[src/rtl/ps2_keyflags.sv]
// PS/2 receiver with glitch filter, frame timeout, scan-code FIFO
// and make/break tracking of a small set of key codes.
//
// Ports:
//   clk, reset        system clock, sync active-high reset
//   ps2d, ps2c        asynchronous PS/2 data / clock lines
//   rx_en             receive enable, looked at only between frames
//   rd_en             pop the FIFO head
//   out_reg[10:0]     last frame: start, data LSB first, parity, stop
//   code[7:0]         FIFO head (valid while fifo_empty=0)
//   fifo_empty/full   FIFO status
//   overflow          sticky, good byte dropped on a full FIFO
//   frame_err         sticky, parity/start/stop/timeout error
//   key_flags         bit k set while key k is held
module ps2_keyflags #(
  parameter int FILTER_LEN  = 8,
  parameter int FIFO_DEPTH  = 8,
  parameter int TIMEOUT_CYC = 50000,
  parameter int NKEYS       = 4,
  // key 0 = 1C, key 1 = 1B, key 2 = 23, key 3 = 2B
  parameter logic [8*NKEYS-1:0] KEY_CODES = 32'h2B231B1C
) (
  input  logic             clk,
  input  logic             reset,
  input  logic             ps2d,
  input  logic             ps2c,
  input  logic             rx_en,
  input  logic             rd_en,
  output logic [10:0]      out_reg,
  output logic [7:0]       code,
  output logic             fifo_empty,
  output logic             fifo_full,
  output logic             overflow,
  output logic             frame_err,
  output logic [NKEYS-1:0] key_flags
);

  localparam int AW = (FIFO_DEPTH > 1) ? $clog2(FIFO_DEPTH) : 1;
  localparam int FW = $clog2(FILTER_LEN + 1);
  localparam int TW = $clog2(TIMEOUT_CYC + 1);

  typedef enum logic [1:0] {IDLE, RX, CHECK} state_t;

  logic          c_s1, c_s2, d_s1, d_s2;
  logic          c_filt;
  logic [FW-1:0] f_cnt;
  logic          fall;

  state_t        state;
  logic [10:0]   sr;
  logic [3:0]    bit_cnt;
  logic [TW-1:0] timer;
  logic          brk;

  logic [7:0]    data;
  logic          good;
  logic          wr, rd;

  logic [7:0]    mem [FIFO_DEPTH];
  logic [AW:0]   wp, rp;

  always_ff @(posedge clk) begin
    if (reset) begin
      c_s1 <= 1'b1;
      c_s2 <= 1'b1;
      d_s1 <= 1'b1;
      d_s2 <= 1'b1;
    end else begin
      c_s1 <= ps2c;
      c_s2 <= c_s1;
      d_s1 <= ps2d;
      d_s2 <= d_s1;
    end
  end

  // The filtered level flips after FILTER_LEN consecutive samples
  // that disagree with it; any agreeing sample restarts the count.
  always_ff @(posedge clk) begin
    if (reset) begin
      c_filt <= 1'b1;
      f_cnt  <= '0;
    end else if (c_s2 == c_filt) begin
      f_cnt <= '0;
    end else if (f_cnt == FW'(FILTER_LEN - 1)) begin
      c_filt <= c_s2;
      f_cnt  <= '0;
    end else begin
      f_cnt <= f_cnt + 1'b1;
    end
  end

  // Asserted in the cycle the filter accepts a 1->0 change.
  assign fall = c_filt & ~c_s2 &
                (f_cnt == FW'(FILTER_LEN - 1));

  // Bits enter at the MSB, so after 11 shifts sr[0] is the start bit.
  assign data = sr[8:1];
  assign good = ~sr[0] & sr[10] & (^sr[9:1]);
  assign wr   = (state == CHECK) & good & (data != 8'hF0);
  assign rd   = rd_en & ~fifo_empty;

  always_ff @(posedge clk) begin
    if (reset) begin
      state     <= IDLE;
      sr        <= '0;
      bit_cnt   <= '0;
      timer     <= '0;
      out_reg   <= '0;
      frame_err <= 1'b0;
      brk       <= 1'b0;
      key_flags <= '0;
    end else begin
      unique case (state)
        IDLE: begin
          if (fall && rx_en) begin
            sr      <= {d_s2, sr[10:1]};
            bit_cnt <= 4'd10;
            timer   <= '0;
            state   <= RX;
          end
        end
        RX: begin
          if (fall) begin
            sr      <= {d_s2, sr[10:1]};
            bit_cnt <= bit_cnt - 4'd1;
            timer   <= '0;
            if (bit_cnt == 4'd1)
              state <= CHECK;
          end else if (timer == TW'(TIMEOUT_CYC - 1)) begin
            state     <= IDLE;
            frame_err <= 1'b1;
          end else begin
            timer <= timer + 1'b1;
          end
        end
        CHECK: begin
          out_reg <= sr;
          state   <= IDLE;
          if (!good) begin
            frame_err <= 1'b1;
          end else if (data == 8'hF0) begin
            brk <= 1'b1;
          end else begin
            brk <= 1'b0;
            for (int k = 0; k < NKEYS; k++)
              if (data == KEY_CODES[8*k +: 8])
                key_flags[k] <= ~brk;
          end
        end
        default: state <= IDLE;
      endcase
    end
  end

  // Pointers carry one extra wrap bit to tell full from empty.
  assign fifo_empty = (wp == rp);
  assign fifo_full  = ((wp - rp) == (AW + 1)'(FIFO_DEPTH));
  assign code       = mem[rp[AW-1:0]];

  always_ff @(posedge clk) begin
    if (reset) begin
      wp       <= '0;
      rp       <= '0;
      overflow <= 1'b0;
    end else begin
      if (rd)
        rp <= rp + 1'b1;
      if (wr) begin
        // A pop in the same cycle does not make room for a write.
        if (fifo_full)
          overflow <= 1'b1;
        else
          wp <= wp + 1'b1;
      end
    end
  end

  always_ff @(posedge clk) begin
    if (!reset && wr && !fifo_full)
      mem[wp[AW-1:0]] <= data;
  end

endmodule

[config.mk]
export PLATFORM = sky130hd
export DESIGN_NAME = ps2_keyflags
export DESIGN_NICKNAME = d
export VERILOG_FILES = /design/src/rtl/ps2_keyflags.sv
export SDC_FILE = /design/constraint.sdc
export NUM_CORES = 1
export LEC_CHECK = 0
export ABC_CLOCK_PERIOD_IN_PS = 3500
export CORE_MARGIN = 2
export CORE_UTILIZATION = 45
export DETAILED_ROUTE_END_ITERATION = 8
export HOLD_SLACK_MARGIN = 0.05
export MAX_ROUTING_LAYER = met4
export PLACE_DENSITY_LB_ADDON = 0.1
export SLEW_MARGIN = 20
export SYNTH_ARGS = -nofsm -noshare
export SYNTH_HDL_FRONTEND = slang
export SYNTH_SLANG_ARGS = --single-unit
[constraint.sdc]
create_clock -name clk -period 3.5 [get_ports clk]
set_input_delay 0.7 -clock clk [delete_from_list [all_inputs] [get_ports clk]]
set_output_delay 0.7 -clock clk [all_outputs]
set_load 0.02 [all_outputs]
Word level (Yosys, flattened, before mapping) --
Memory sizes are Yosys's and may differ from the RTL's. A register that Yosys moved wholly into a read port is not among the register bits. Cells that the tools add are included.
Word-level totals: bits in registers 68, RAM bits 64, memories kept 1, output and inout port bits 27, input bits 6
Memories:
- mem | words 8, bits a word 8, read ports 1, clocked after memory_dff 1, wr ports 1, RTL line 59 | logic [7:0] mem [FIFO_DEPTH];
Operators by class: muxes and demuxes 24, reductions and logical operators 22, $add $sub $neg 6, bitwise operators 14, equality and inequality tests 22
Operator list (number):
- two-way mux 16 bit | 3
- case mux 16 bit (2 select lines) | 1
- two-way mux 11 bit | 2
- case mux 11 bit (2 select lines) | 1
- AND reduction 4 bit | 5
- adder 16 x 1 -> 16 bit, second input constant | 1
- == test 16 bit, second input constant | 1
- == test 8 x 5 -> 1 bit, second input constant | 2
- == test 8 x 6 -> 1 bit, second input constant | 2
- adder 4 x 1 -> 4 bit, second input constant | 3
- != test 2 bit, second input constant | 5
- != test 3 bit, second input constant | 3
- AND reduction 3 bit | 3
- XOR reduction 9 bit | 1
- == test 8 bit, second input constant | 1
- two-way mux 2 bit | 4
- two-way mux 4 bit | 2
- != test 8 bit, second input constant | 1
- case mux 4 bit (2 select lines) | 1
- AND reduction 2 bit | 4
- bitwise AND 1 bit | 7
- NOT 1 bit | 7
- two-way mux 1 bit | 6
- two-way mux 3 bit | 2
- other kinds (16) | 20

Depth between registers and ports, before layout --
Gate-level depths: netlist of run 1.
depth in word-level cells 9, depth in mapped cells 9, gate-level depth less buffers 7

Worst setup path after synthesis of run 1 --
Ideal clock, no wire load.
path kind register -> register, start register sr[7], end memory mem[3][0] (enable), path slack 0.193 ns, data required time 3.105 ns, data arrival time 2.912 ns, cell stages (with the launch flop) 9, clock period less this slack 3.307 ns, setup time 0.395 ns, cell sequence dfxtp_1 inv_1 ha_1 xnor3_1 xnor2_1 or3b_4 or2_1 buf_2 nor4_1
On the way: word-level cells in the longest chain between the ends 8, elaborated cells between the ends (all ways) 9, those cells by class 1 x eq/ne; 2 x mux; 3 x bitwise; 3 x reduce/logical
RTL lines:
- from (decl) | RTL line 50 | logic [10:0] sr;
- from (signal assigned) | RTL line 116 | sr <= {d_s2, sr[10:1]};
- from (signal assigned) | RTL line 124 | sr <= {d_s2, sr[10:1]};
- XOR reduction 9 bit | RTL line 98 | assign good = ~sr[0] & sr[10] & (^sr[9:1]);
- bitwise AND 1 bit | RTL line 98
- bitwise AND 1 bit | RTL line 99 | assign wr = (state == CHECK) & good & (data != 8'hF0);
- bitwise AND 1 bit (*) | RTL line 99
- logical AND 1 bit (*) (2 in a row) | RTL line 179 | if (!reset && wr && !fifo_full)
- two-way mux 1 bit (*) | RTL line 179
- two-way mux 1 bit (not written as such) (*) | RTL line 180 | mem[wp[AW-1:0]] <= data;
- to (decl) | RTL line 59
Every way passes the cells marked *; elsewhere a longest branch is shown, timed or not.

Worst setup path in the final report of run 1 --
start register wp[1], end output fifo_full
On the way: word-level cells in the longest chain between the ends 2
RTL lines:
- from (decl) | RTL line 60 | logic [AW:0] wp, rp;
- from (signal assigned) | RTL line 173 | wp <= wp + 1'b1;
- subtractor 4 bit | RTL line 157 | assign fifo_full = ((wp - rp) == (AW + 1)'(FIFO_DEPTH));
- == test 4 bit | RTL line 157
- to (decl) | RTL line 32 | output logic fifo_full,
Every way passes these cells.

==> flow_summary_export.csv, run 1 <==
group,metric,value,unit
critical_path,critPathMaxStageDelay,660,ps
timing,fin_skew,6.12,ps
pwr,ir_drop,0.000295,V
logic_synthesis,synth_top_area_cell,"edfxtp_1",
finish,n_antenna_cell,0,
timing,worst_slew_pin_slew,818,ps
critical_path,critPathArrivalTime,2560,ps
global_route,grt_pass1_wl,19700,um
global_route,first_global_vias,3853,
global_route,gr-total-overflow,0,
detailed_routing,routed_wl,12100,um
detailed_routing,via_per_inst,5.31,
pwr,leakagePower,0.00249,uW
floorplan,die_w,118,um
logic_synthesis,synth_cells,498,
finish,fin_nets,570,
hold_path,holdPathEnd,"c_s2$_SDFF_PP1_",
outcome,status,"completed",
floorplan,core-area,12700,um2
logic_synthesis,synthTopCellsByArea,"edfxtp_1, dfxtp_1, mux4_2",
timing,min_period,3260,ps
hold_path,hold_start,"c_s1$_SDFF_PP1_",
hold_path,holdPathStages,1,
clock_tree,htree_levels,4,
place,io_buffers,32,
finish,drive_gt1_share,17.2,%
critical_path,cp-end-kind,"output port",
clock_tree,postCtsSetupBuffers,0,
finish,largest_register_ffs,64,
clock_tree,cts.sinks,135,
logic_synthesis,synth-seq-cells,135,
floorplan,ioPinCount,33,
logic_synthesis,yosys.area.top_type_share,32.8,%
logic_synthesis,synth_most_common_cell,"dfxtp_1",
place,hpwl,8120,um
clock_tree,root_buffer,"clkbuf_16",
logic_synthesis,synth_area,5850,um2
floorplan,start_util,46.2,%
logic_synthesis,yosys_most_used_dff,"dfxtp_1",
pwr,power,3380,uW
logic_synthesis,seq_area_frac_synth,57.1,%
critical_path,r2r-start,"sr[7]$_SDFFE_PP0P_",
logic_synthesis,avgSynthCellArea,11.8,um2
detailed_routing,drc_errors,0,
timing,slew_headroom,45.2,%
logic_synthesis,synth_nets,524,
logic_synthesis,synth_edf_count,64,
detailed_routing,first_iter_violations,218,
global_route,grt_usage,19.1,%
global_route,grt_max_degree,56,
detailed_routing,avgRoutedWirePerCell,16.6,um
timing,maxSlewViolCount,0,
hold_path,hp-class,"reg2reg",
detailed_routing,ant_nets,0,
pwr,power_density,483,nW/um2
global_route,antenna_found_initial,0,
logic_synthesis,synth_warnings,0,
clock_tree,clk_latency,420,ps
flow_run,maxCapViolCount,0,
critical_path,path_class,"reg2out",
logic_synthesis,synthArstFlopShare,0,%
timing,finalHoldViolCount,0,
critical_path,crit_required,2800,ps
timing,rsz0062_at_grt,"false",
critical_path,reg2regPathDepth,8,
timing,hold_slack,406,ps
logic_synthesis,synthTopCellsByCount,"dfxtp_1, edfxtp_1, nand2_1",
critical_path,r2r_slack,440,ps
detailed_routing,vias,3874,
floorplan,fp-row-count,41,
place,routabilityCongestion,0.840,
logic_synthesis,synth_cell_types,62,
clock_tree,clk_path_buf_depth,2,
finish,area_growth,19.7,%
detailed_routing,first_pass_iters,4,
floorplan,die_h,118,um
critical_path,cp_max_fo,8,
clock_tree,clk_pin_slew_worst_paths,50,ps
critical_path,crit_chain,"ha_1 -> and3b_1 -> o21ai_0 -> nor4bb_2 -> clkdlybuf4s50_1",
clock_tree,cts_tree,"done",
critical_path,cpMaxStageDelayCell,"clkdlybuf4s50_1",
timing,fin_crit_sh,93.0,%
critical_path,rr_endpoint,"mem[7][1]$_DFFE_PP_",
timing,setup_viol,0,
timing,clock.fmax,307,MHz
floorplan,die_area,13900,um2
clock_tree,cts_buffers,17,
critical_path,critPathLaunchType,"flip-flop",
timing,finalSetupTns,0,ps
-- worst max-delay path, delay by kind of cell, from the launching register on --
kind            cells  cell delay, ps
compound gates      1             150
fa+ha+maj           1             310
buf+inv             1             660
flops               1             450
simple gates        2             560
-- per-stage QoR --
step	setup WS, ps	utilization, %	std cells	area (um2)
after floorplan	193	-	498	5850
after global placement	485	50.7	697	6420
after detailed placement	451	50.7	697	6420
after CTS	0.0562	55.2	729	7000
after global routing	65.3	55.3	729	7000
final	244	55.3	729	7000
-- cell families after synthesis --
group / count (synthesis) / share of synthesized area, %
buffers and inverters: 45 / 3.25
xor gates and xnor gates: 11 / 1.88
AOI/OAI and AO/OA: 85 / 9.41
adders and majority gates: 20 / 4.28
and+or+nand+nor: 174 / 15.7
DFF: 135 / 57.1
muxes: 28 / 8.40
-- layer usage --
metal / track usage, % / routed length, um / up-vias
met3: 5.09 / 344 / 13
met2: 32.2 / 6260 / 53
li1: - / - / 1922
met4: 6.78 / 160 / 0
met1: 22.0 / 5370 / 1886
met5: - / 0 / -
-- timing repair --
| item | 4_1_cts | 5_1_grt |
|---|---|---|
| endpoints found under the setup margin | 0 | 1 |
| gates resized for setup | 0 | 2 |
| hold buffers | 0 | 0 |
-- layout by cell type (no fill, tap or decap), types with 7 or more instances in the layout --
master           netlist  final
a21oi_1               38     38
buf_4                  0     21
clkbuf_16              0     19
clkdlybuf4s50_1        0     31
dfxtp_1               71     70
edfxtp_1              64     64
ha_1                  20     20
inv_1                 19     19
mux2_2                 9      9
mux4_2                16     16
nand2_1               64     64
nand3_1                7      7
nand4_1                8      8
nor2_1                33     33
nor3_1                10     10
o21ai_0               14     14
xnor2_1                7      7
-- power breakdown --
group	internal, uW	total [uW]	switching (uW)	leakage (uW)
Clock	1080	1710	637	0.000281
Combinational	9.31	29.2	19.9	0.000945
Sequential	1640	1640	0.667	0.00126
Total	2730	3380	657	0.00249
-- how the worst max path moves through the flow --
| stage | startpoint | end | slack (ps) | cells after the start |
|---|---|---|---|---|
| global placement | wp[2]$_SDFFE_PP0P_ | fifo_full | 490 | 5 |
| finish | wp[1]$_SDFFE_PP0P_ | fifo_full | 240 | 5 |
| CTS | wp[2]$_SDFFE_PP0P_ | fifo_full | 0.06 | 5 |
| floorplan | sr[7]$_SDFFE_PP0P_ | mem[3][0]$_DFFE_PP_ | 190 | 8 |
| global route | wp[1]$_SDFFE_PP0P_ | fifo_full | 70 | 5 |
| detailed placement | sr[7]$_SDFFE_PP0P_ | mem[1][3]$_DFFE_PP_ | 450 | 8 |
-- layout make-up --
| type | count | area, um2 |
|---|---|---|
| fillers | 1107 | 5670 |
| flip-flops and latches | 135 | 3340 |
| multi-input cells | 318 | 2320 |
| clock buffers | 25 | 508 |
| repair buffers | 53 | 473 |
| well taps | 172 | 215 |
| inverters | 19 | 71.3 |
| clock inverters | 7 | 66.3 |
No activity file was read; power rests on OpenSTA's default activity.
==> run 2: changes to the inputs <==
--- a/config.mk
+++ b/config.mk
@@ -8,7 +8,9 @@
 export ABC_CLOCK_PERIOD_IN_PS = 3500
 export CORE_MARGIN = 2
 export CORE_UTILIZATION = 45
+export CTS_CLUSTER_DIAMETER = 120
 export DETAILED_ROUTE_END_ITERATION = 8
+export DONT_BUFFER_PORTS = 1
 export HOLD_SLACK_MARGIN = 0.05
 export MAX_ROUTING_LAYER = met4
 export PLACE_DENSITY_LB_ADDON = 0.1
==> flow_summary_export.csv, run 2 (same netlist as run 1, synthesis figures left out) <==
group,metric,value,unit
detailed_routing,via_per_inst,5.44,
clock_tree,clk_latency,420,ps
timing,min_period,3090,ps
critical_path,rr_endpoint,"mem[7][2]$_DFFE_PP_",
clock_tree,root_buffer,"clkbuf_16",
floorplan,ioPinCount,33,
critical_path,crit_required,3630,ps
finish,drive_gt1_share,18.4,%
timing,finalSetupTns,0,ps
timing,fin_skew,5.55,ps
critical_path,cp-end-kind,"flip-flop",
pwr,ir_drop,0.000241,V
detailed_routing,vias,3775,
finish,fin_nets,535,
finish,layout_commonest_cell,"dfxtp_1",
clock_tree,cts_buffers,17,
critical_path,cp_max_fo,15,
critical_path,r2r-start,"sr[7]$_SDFFE_PP0P_",
timing,finalHoldViolCount,0,
critical_path,critPathMaxStageDelay,590,ps
floorplan,die_area,13900,um2
finish,final-seq-area,3340,um2
detailed_routing,first_iter_violations,207,
clock_tree,cts.repair.resized,0,
critical_path,critPathLaunchType,"flip-flop",
global_route,first_global_vias,3837,
hold_path,hp-class,"in2reg",
critical_path,crit_buf_inv,2,
place,hpwl,8210,um
pwr,power_density,525,nW/um2
finish,area_growth,14.8,%
floorplan,die_w,118,um
critical_path,cpMaxStageDelayCell,"dfxtp_1",
critical_path,crit_chain,"inv_1 -> ha_1 -> xnor3_1 -> xnor2_1 -> or3b_4 -> or2_1 -> nor4b_2 -> buf_4",
hold_path,holdPathEnd,"timer[1]$_SDFFE_PP0P_",
timing,slew_headroom,39.2,%
timing,clock.fmax,324,MHz
detailed_routing,ant_nets,0,
hold_path,holdPathStages,1,
clock_tree,postCtsSetupBuffers,0,
finish,n_antenna_cell,0,
outcome,status,"completed",
detailed_routing,first_pass_iters,4,
place,routabilityCongestion,0.797,
place,io_buffers,0,
critical_path,reg2regPathDepth,8,
detailed_routing,drc_errors,0,
floorplan,fp-row-count,41,
clock_tree,clk_pin_slew_worst_paths,60,ps
timing,maxSlewViolCount,0,
flow_run,maxCapViolCount,0,
critical_path,path_delay_family,"simple AND/OR/NAND/NOR gates",
pwr,power,3520,uW
detailed_routing,routed_wl,12400,um
global_route,grt_max_degree,57,
detailed_routing,avgRoutedWirePerCell,17.9,um
pwr,leakagePower,0.00237,uW
hold_path,hold_start,"reset",
timing,worst_slew_pin_slew,909,ps
finish,largest_register_ffs,64,
floorplan,die_h,118,um
clock_tree,htree_levels,4,
finish,multi_input_area,2320,um2
global_route,antenna_found_initial,0,
clock_tree,clk_path_buf_depth,2,
clock_tree,cts_tree,"done",
global_route,gr-total-overflow,0,
floorplan,start_util,46.2,%
critical_path,r2r_slack,410,ps
floorplan,core-area,12700,um2
global_route,grt_usage,20.0,%
timing,setup_viol,0,
clock_tree,cts.sinks,135,
critical_path,critPathArrivalTime,3220,ps
clock_tree,cts_hold_buf,0,
timing,hold_slack,347,ps
global_route,grt_pass1_wl,20800,um
finish,layout_common_cells,"dfxtp_1, nand2_1, edfxtp_1",
critical_path,path_class,"reg2reg",
timing,fin_crit_sh,88.3,%
finish,fillers,1150,
timing,rsz0062_at_grt,"false",
run 2: per-layer routing:
layer	GRT usage, %	up-vias	wire length [um]
met3	5.81	15	611
met2	32.2	69	6170
li1	-	1849	-
met4	7.23	0	178
met1	23.9	1842	5440
met5	-	-	0
run 2: report_power, final:
part	internal (uW)	switching, uW	total (uW)
clock network	1190	678	1870
registers	1640	0.603	1640
logic	3.76	8.54	12.3
total	2840	687	3520
run 2: worst max-delay path by stage:
stage | startpoint | endpoint | slack (ps) | cells past startpoint
global placement | sr[7]$_SDFFE_PP0P_ | mem[0][3]$_DFFE_PP_ | 480 | 8
finish | sr[7]$_SDFFE_PP0P_ | mem[7][2]$_DFFE_PP_ | 410 | 8
detailed placement | sr[7]$_SDFFE_PP0P_ | mem[7][3]$_DFFE_PP_ | 410 | 8
global route | sr[7]$_SDFFE_PP0P_ | mem[3][3]$_DFFE_PP_ | 170 | 8
floorplan | sr[7]$_SDFFE_PP0P_ | mem[3][0]$_DFFE_PP_ | 190 | 8
CTS | sr[7]$_SDFFE_PP0P_ | mem[7][2]$_DFFE_PP_ | 390 | 8
run 2: metrics by stage:
stage	utilization (%)	area, um2	worst slack, ps	cells
global placement	48.1	6090	476	662
CTS	53.0	6720	391	694
detailed placement	48.1	6090	410	662
finish	53.0	6720	410	694
global route	53.0	6720	175	694
floorplan	-	5850	193	498
run 2: cell type report:
| class | instances | share of cell area, % |
|---|---|---|
| Tap cell | 172 | 3.20 |
| Timing Repair Buffer | 18 | 2.01 |
| Clock buffer | 17 | 6.33 |
| Inverter | 19 | 1.06 |
| Clock inverter | 15 | 3.02 |
| Multi-Input combinational cell | 318 | 34.6 |
| Sequential cell | 135 | 49.8 |
run 2: worst reg2reg max path, delay by kind of cell, from the launching register on:
kind / cells / cell delay [ps]
xor gates and xnor gates: 2 / 490
DFF: 1 / 590
and+or+nand+nor: 3 / 1100
buffers and inverters: 2 / 300
adders and majority gates: 1 / 320
